--- src/rtl/ccff_bitstream_loader_pkg.sv ---
// ccff_bitstream_loader_pkg: shared state type and width helpers for the configuration-chain loader
package ccff_bitstream_loader_pkg;

    typedef enum logic [1:0] {
        ST_IDLE,
        ST_ISOLATE,
        ST_SHIFT,
        ST_HOLD
    } ccff_ld_state_e;

    function automatic int ceil_div(input int n, input int d);
        return (n + d - 1) / d;
    endfunction

    function automatic int cnt_w(input int max_val);
        return (max_val < 1) ? 1 : $clog2(max_val + 1);
    endfunction

endpackage

--- src/rtl/ccff_word_serializer.sv ---
// ccff_word_serializer: W-bit parallel-in/serial-out, MSB first, reloadable on its last bit for gapless output
module ccff_word_serializer
    import ccff_bitstream_loader_pkg::*;
#(
    parameter int W = 8
) (
    input  logic         prog_clk,
    input  logic         prog_rst_n,
    input  logic         i_en,
    input  logic         i_flush,
    input  logic         i_valid,
    input  logic [W-1:0] i_word,
    output logic         o_ready,
    output logic         o_bit,
    output logic         o_bit_v
);

    localparam int IW = cnt_w(W - 1);

    logic [W-1:0]  r_sr;
    logic [IW-1:0] r_idx;
    logic          r_v;
    logic          w_take;

    assign o_ready = i_en & (!r_v | (r_idx == IW'(W - 1)));
    assign w_take  = o_ready & i_valid;
    assign o_bit   = r_sr[W-1];
    assign o_bit_v = r_v;

    // Load a new word, otherwise shift one bit out per cycle while holding unsent bits
    always_ff @(posedge prog_clk or negedge prog_rst_n) begin
        if (!prog_rst_n) begin
            r_sr  <= '0;
            r_idx <= '0;
            r_v   <= 1'b0;
        end else if (i_flush) begin
            r_sr  <= '0;
            r_idx <= '0;
            r_v   <= 1'b0;
        end else if (w_take) begin
            r_sr  <= i_word;
            r_idx <= '0;
            r_v   <= 1'b1;
        end else if (r_v) begin
            r_sr  <= r_sr << 1;
            r_idx <= r_idx + 1'b1;
            r_v   <= (r_idx != IW'(W - 1));
        end
    end

endmodule

--- src/rtl/ccff_bitstream_loader.sv ---
// ccff_bitstream_loader: feeds bitstream words serially into the config chain head with I/O isolation control
module ccff_bitstream_loader
    import ccff_bitstream_loader_pkg::*;
#(
    parameter int W          = 8,
    parameter int CHAIN_LEN  = 1024,
    parameter int ISOL_SETUP = 4,
    parameter int ISOL_HOLD  = 4
) (
    input  logic                           prog_clk,
    input  logic                           prog_rst_n,
    input  logic                           start,
    input  logic [W-1:0]                   cfg_data,
    input  logic                           cfg_valid,
    output logic                           cfg_ready,
    output logic                           ccff_head,
    output logic                           ccff_shift_en,
    input  logic                           ccff_tail,
    output logic [$clog2(CHAIN_LEN+1)-1:0] tail_ones,
    output logic                           IO_ISOL_N,
    output logic                           busy,
    output logic                           done
);

    localparam int NW  = ceil_div(CHAIN_LEN, W);
    localparam int BW  = $clog2(CHAIN_LEN + 1);
    localparam int WCW = cnt_w(NW);
    localparam int CW  = cnt_w((ISOL_SETUP > ISOL_HOLD) ? ISOL_SETUP : ISOL_HOLD);

    ccff_ld_state_e r_state, w_next;
    logic [CW-1:0]  r_cnt;
    logic [BW-1:0]  r_bit_cnt;
    logic [BW-1:0]  r_tail;
    logic [WCW-1:0] r_words;
    logic           r_isol_n;
    logic           r_done;
    logic           w_start;
    logic           w_setup_done;
    logic           w_hold_done;
    logic           w_shift_last;
    logic           w_word_en;
    logic           w_take;

    assign w_start      = start & (r_state == ST_IDLE);
    assign w_setup_done = (ISOL_SETUP == 0) || (r_cnt == CW'(ISOL_SETUP - 1));
    assign w_hold_done  = (r_cnt == CW'(ISOL_HOLD));
    assign w_shift_last = (r_state == ST_SHIFT) & ccff_shift_en & (r_bit_cnt == BW'(CHAIN_LEN - 1));
    assign w_word_en    = (r_state == ST_SHIFT) & (r_words < WCW'(NW));
    assign w_take       = cfg_ready & cfg_valid;
    assign busy         = (r_state != ST_IDLE);
    assign done         = r_done;
    assign IO_ISOL_N    = r_isol_n;
    assign tail_ones    = r_tail;

    ccff_word_serializer #(.W(W)) u_ser (
        .prog_clk   (prog_clk),
        .prog_rst_n (prog_rst_n),
        .i_en       (w_word_en),
        .i_flush    (w_shift_last),
        .i_valid    (cfg_valid),
        .i_word     (cfg_data),
        .o_ready    (cfg_ready),
        .o_bit      (ccff_head),
        .o_bit_v    (ccff_shift_en)
    );

    // State register
    always_ff @(posedge prog_clk or negedge prog_rst_n) begin
        if (!prog_rst_n) r_state <= ST_IDLE;
        else             r_state <= w_next;
    end

    // Next-state: isolate, shift the whole chain, hold isolation, then release
    always_comb begin
        w_next = r_state;
        case (r_state)
            ST_IDLE:    w_next = start ? ST_ISOLATE : ST_IDLE;
            ST_ISOLATE: w_next = w_setup_done ? ST_SHIFT : ST_ISOLATE;
            ST_SHIFT:   w_next = w_shift_last ? ST_HOLD : ST_SHIFT;
            ST_HOLD:    w_next = w_hold_done ? ST_IDLE : ST_HOLD;
            default:    w_next = ST_IDLE;
        endcase
    end

    // Phase timer, bit/word counters, tail ones monitor and isolation/done flags
    always_ff @(posedge prog_clk or negedge prog_rst_n) begin
        if (!prog_rst_n) begin
            r_cnt     <= '0;
            r_bit_cnt <= '0;
            r_tail    <= '0;
            r_words   <= '0;
            r_isol_n  <= 1'b0;
            r_done    <= 1'b0;
        end else begin
            r_cnt <= (w_next != r_state) ? '0 :
                     (r_state == ST_ISOLATE || r_state == ST_HOLD) ? r_cnt + 1'b1 : r_cnt;
            if (w_start) begin
                r_bit_cnt <= '0;
                r_tail    <= '0;
                r_words   <= '0;
                r_isol_n  <= 1'b0;
                r_done    <= 1'b0;
            end else begin
                if ((r_state == ST_SHIFT) && ccff_shift_en && (r_bit_cnt != BW'(CHAIN_LEN))) begin
                    r_bit_cnt <= r_bit_cnt + 1'b1;
                    r_tail    <= r_tail + BW'(ccff_tail);
                end
                if (w_take) r_words <= r_words + 1'b1;
                if ((r_state == ST_HOLD) && w_hold_done) begin
                    r_isol_n <= 1'b1;
                    r_done   <= 1'b1;
                end
            end
        end
    end

endmodule

--- config.mk ---
export PLATFORM = sky130hd
export DESIGN_NAME = ccff_bitstream_loader
export DESIGN_NICKNAME = d
export VERILOG_FILES = /design/src/rtl/ccff_bitstream_loader_pkg.sv /design/src/rtl/ccff_word_serializer.sv /design/src/rtl/ccff_bitstream_loader.sv
export SDC_FILE = /design/constraint.sdc
export NUM_CORES = 1
export LEC_CHECK = 0
export CAP_MARGIN = 20
export CORE_MARGIN = 1.5
export CORE_UTILIZATION = 40
export CTS_CLUSTER_DIAMETER = 60
export DETAILED_ROUTE_END_ITERATION = 10
export PLACE_DENSITY = 0.66
export SYNTH_ARGS = -nofsm -noshare
export SYNTH_HDL_FRONTEND = slang
export SYNTH_SLANG_ARGS = --single-unit
--- constraint.sdc ---
create_clock -name prog_clk -period 3.2 [get_ports prog_clk]
set_input_delay 0.96 -clock prog_clk [delete_from_list [all_inputs] [get_ports prog_clk]]
set_output_delay 0.96 -clock prog_clk [all_outputs]
set_load 0.01 [all_outputs]
==> out/metrics.cfg <==
[yosys]
synth.top_cell.area_share_pct=46.04
ys_types=46
yosysMostFrequentCell=dfrtp_1
yosys_most_used_dff=dfrtp_1
yosys_synthesis_warning_count=0
netlist_top_cells_area=dfrtp_1 46%, ha_1 4.8%, nand3_1 4.4%
synth-seq-area-share_pct=46.04
yosys_reg_bits=48
syn_nets=286
avgSynthCellArea_um2=9.919
async_flop_share_pct=100.0
synth_area_um2=2609
synth_top_cells_by_count=48 x dfrtp_1, 24 x nand2_1, 23 x nand3_1
post_synthesis_cell_type_with_the_largest_combined_area=dfrtp_1
netlist_instances=263
edff_count_synth=0

[sta]
setup_violations=0
totalNegativeSetupSlack_ns=0
timing.final.ws_setup_ns=0.3859
hold_viol=0
unrepaired_setup_endpoints_after_global_routing=no
finClkSkew_ns=0.007156
tightestPinTransition_ns=0.6024
achievable-frequency_mhz=355.3
max_slew_margin_pct=59.84
report.final.slew_viol_count=0
finalWorstPathRequiredPeriod_ns=2.814
period_share_pct=87.94

[setup_path]
critical-path-top-cell-by-count=ha_1
worstPathArrival_ns=1.85
setup.worst_path.start_class=flop
worst-r2r-setup-slack_ns=1.26
timing.critical_path.buf_inv=1
critical-path-top-delay-family=buffers and inverters
critical_path.slowest_cell=clkdlybuf4s50_1
timing.critical_path.to_type=output pin
critical_path.reg2reg.startpoint=r_bit_cnt[2]
ff2ff_path_depth=4
cp_data_required_time_ns=2.24
path_max_fanout=3
setup_cp_type=flop to output pin
end_of_the_worst_register_to_register_path=tail_ones[5]
timing.critical_path.slowest_cell_delay_ns=0.48
crit_chain=ha_1 > ha_1 > nand2b_1 > nor3b_1 > clkdlybuf4s50_1

[clocking]
tritoncts_num_sinks=48
cts_tree=yes
cts-htree-levels=2
clock_root_buffer_master=clkbuf_8
cts-hold-fix-buffers=0
cts.reportedPaths.clkPinSlew_ns=0.08
clock_path_buffers=2
clkLatencyLatePin_ns=0.30
cts.repair.resized=0
setup_repair_bufs_after_cts=0
numCtsBuffers=5

[floorplan]
die_height_um=83.76
floorplan.die.width_um=83.76
initial_cell_density_of_the_core_pct=41.32
floorplan.rows=29
io_pins=30
die-area_um2=7016
core_area_um2=6314

[layout]
utilization_pct=48.12
layout.nets=314
post_synthesis_to_final_layout_area_growth_pct=16.45
n_antenna_cell=0
drive_above_1_share_pct=8.562

[routing]
vias_per_cell=5.360
finalWirelength_mm=5.184
drc=0
initialDrtViolationCount=130
antenna_viol_nets_final=0
mean_routed_wirelength_per_cell_um=14.05
drt_pass1_iterations=4
vias=1978

[worst_hold_path]
min_path_cells=2
timing.hold.worst.start=u_ser.r_sr[3]
timing.hold.worst_endpoint=u_ser.r_sr[3]
hp-class=flop to flop

[power]
worst_ir_drop_vdd_mv=0.2714
cellLeakagePower_uw=0.001308
cellPowerDensity_nw_per_um2=721.2

[grt]
vias_in_the_first_global_route=1900
grt.overflow.total=0
grt_first_pass_wirelength_mm=9.294
grt_util_all_layers_pct=16.18
grt_max_degree=26
antenna_violations_before_repair=0

[placed_design]
place.gp.congestion=0.7253
hpwl_mm=3.611
place_worst_setup_slack_ns=0.4720
port_buffers=29

[job]
max_cap_violations=0

[status]
run_status=complete, no violations

==> layout by cell type, fill, tap and decap left out, types with 10 or more instances in the layout <==
cell	instances
mux2i_1	10
inv_1	10
nand2_1	24
dfrtp_1	48
a21oi_1	11
o21ai_0	18
ha_1	10
nor2_1	15
clkdlybuf4s50_1	28
nand3_1	23
==> worst reg2reg max path, stage by stage, from the launching register on <==
cell and delay, ns:
dfrtp_1 0.44, or4_4 0.58, o31ai_4 0.52, nor4_1 0.11, o21a_1 0.18
==> area by class of cell <==
cell class,instances,area [um2]
timing repair buffer,35,342.8
inverter,10,37.54
fill,613,3276
multi-input combinational,191,1270
tap,77,96.34
clock buffer,8,90.09
sequential,48,1201
==> worst max-delay path by stage <==
stage	from	end	slack, ns	depth (start not counted)
CTS	u_ser.r_idx[0]	cfg_ready	0.37	5
finish	u_ser.r_idx[0]	cfg_ready	0.39	5
floorplan	ccff_tail	tail_ones[10]	1.05	5
detailed placement	ccff_tail	tail_ones[10]	0.47	6
global route	u_ser.r_idx[0]	cfg_ready	0.31	5
global placement	ccff_tail	tail_ones[10]	0.49	6
==> cell families after synthesis <==
logic type	synth area share [%]
flops	46.04
xor+xnor	3.358
compound gates	11.46
buf+inv	5.276
fa+ha+maj	4.796
mux	3.837
simple gates	25.23
==> state kept, by name (all words and copies together), names as in the netlist <==
register and count:
tail_ones 11, u_ser.r_sr 8, r_state 2, done 1
r_bit_cnt 11, u_ser.r_idx 3, r_words 8, u_ser.o_bit_v 1
r_cnt 3
==> power breakdown <==
group | leakage [uW] | internal (uW) | total, uW | switching, uW
logic | 0.000654 | 398 | 815 | 418
clock network | 0.0000455 | 176 | 367 | 190
registers | 0.000608 | 808 | 1010 | 200
==> per-layer routing <==
metal  track usage (%)  part of all wire (%)  routed length (um)
met1             22.77                    49                2557
met2             25.88                    47                2419
met3             2.176                   2.4                 127
met4             5.365                   1.5                  80
met5                 0                     0                   0
==> per-stage QoR <==
stage | power [uW] | hold slack, ns | std cells | area [um2]
CTS | 2219 | 0.4887 | 369 | 3038
floorplan | 1579 | 0.4424 | 263 | 2609
finish | 2191 | 0.4792 | 369 | 3038
global placement | 1808 | 0.4618 | 361 | 2948
detailed placement | 1843 | 0.4684 | 361 | 2948
global route | 2385 | 0.5281 | 369 | 3038
No activity file was read; power rests on OpenSTA's default activity.
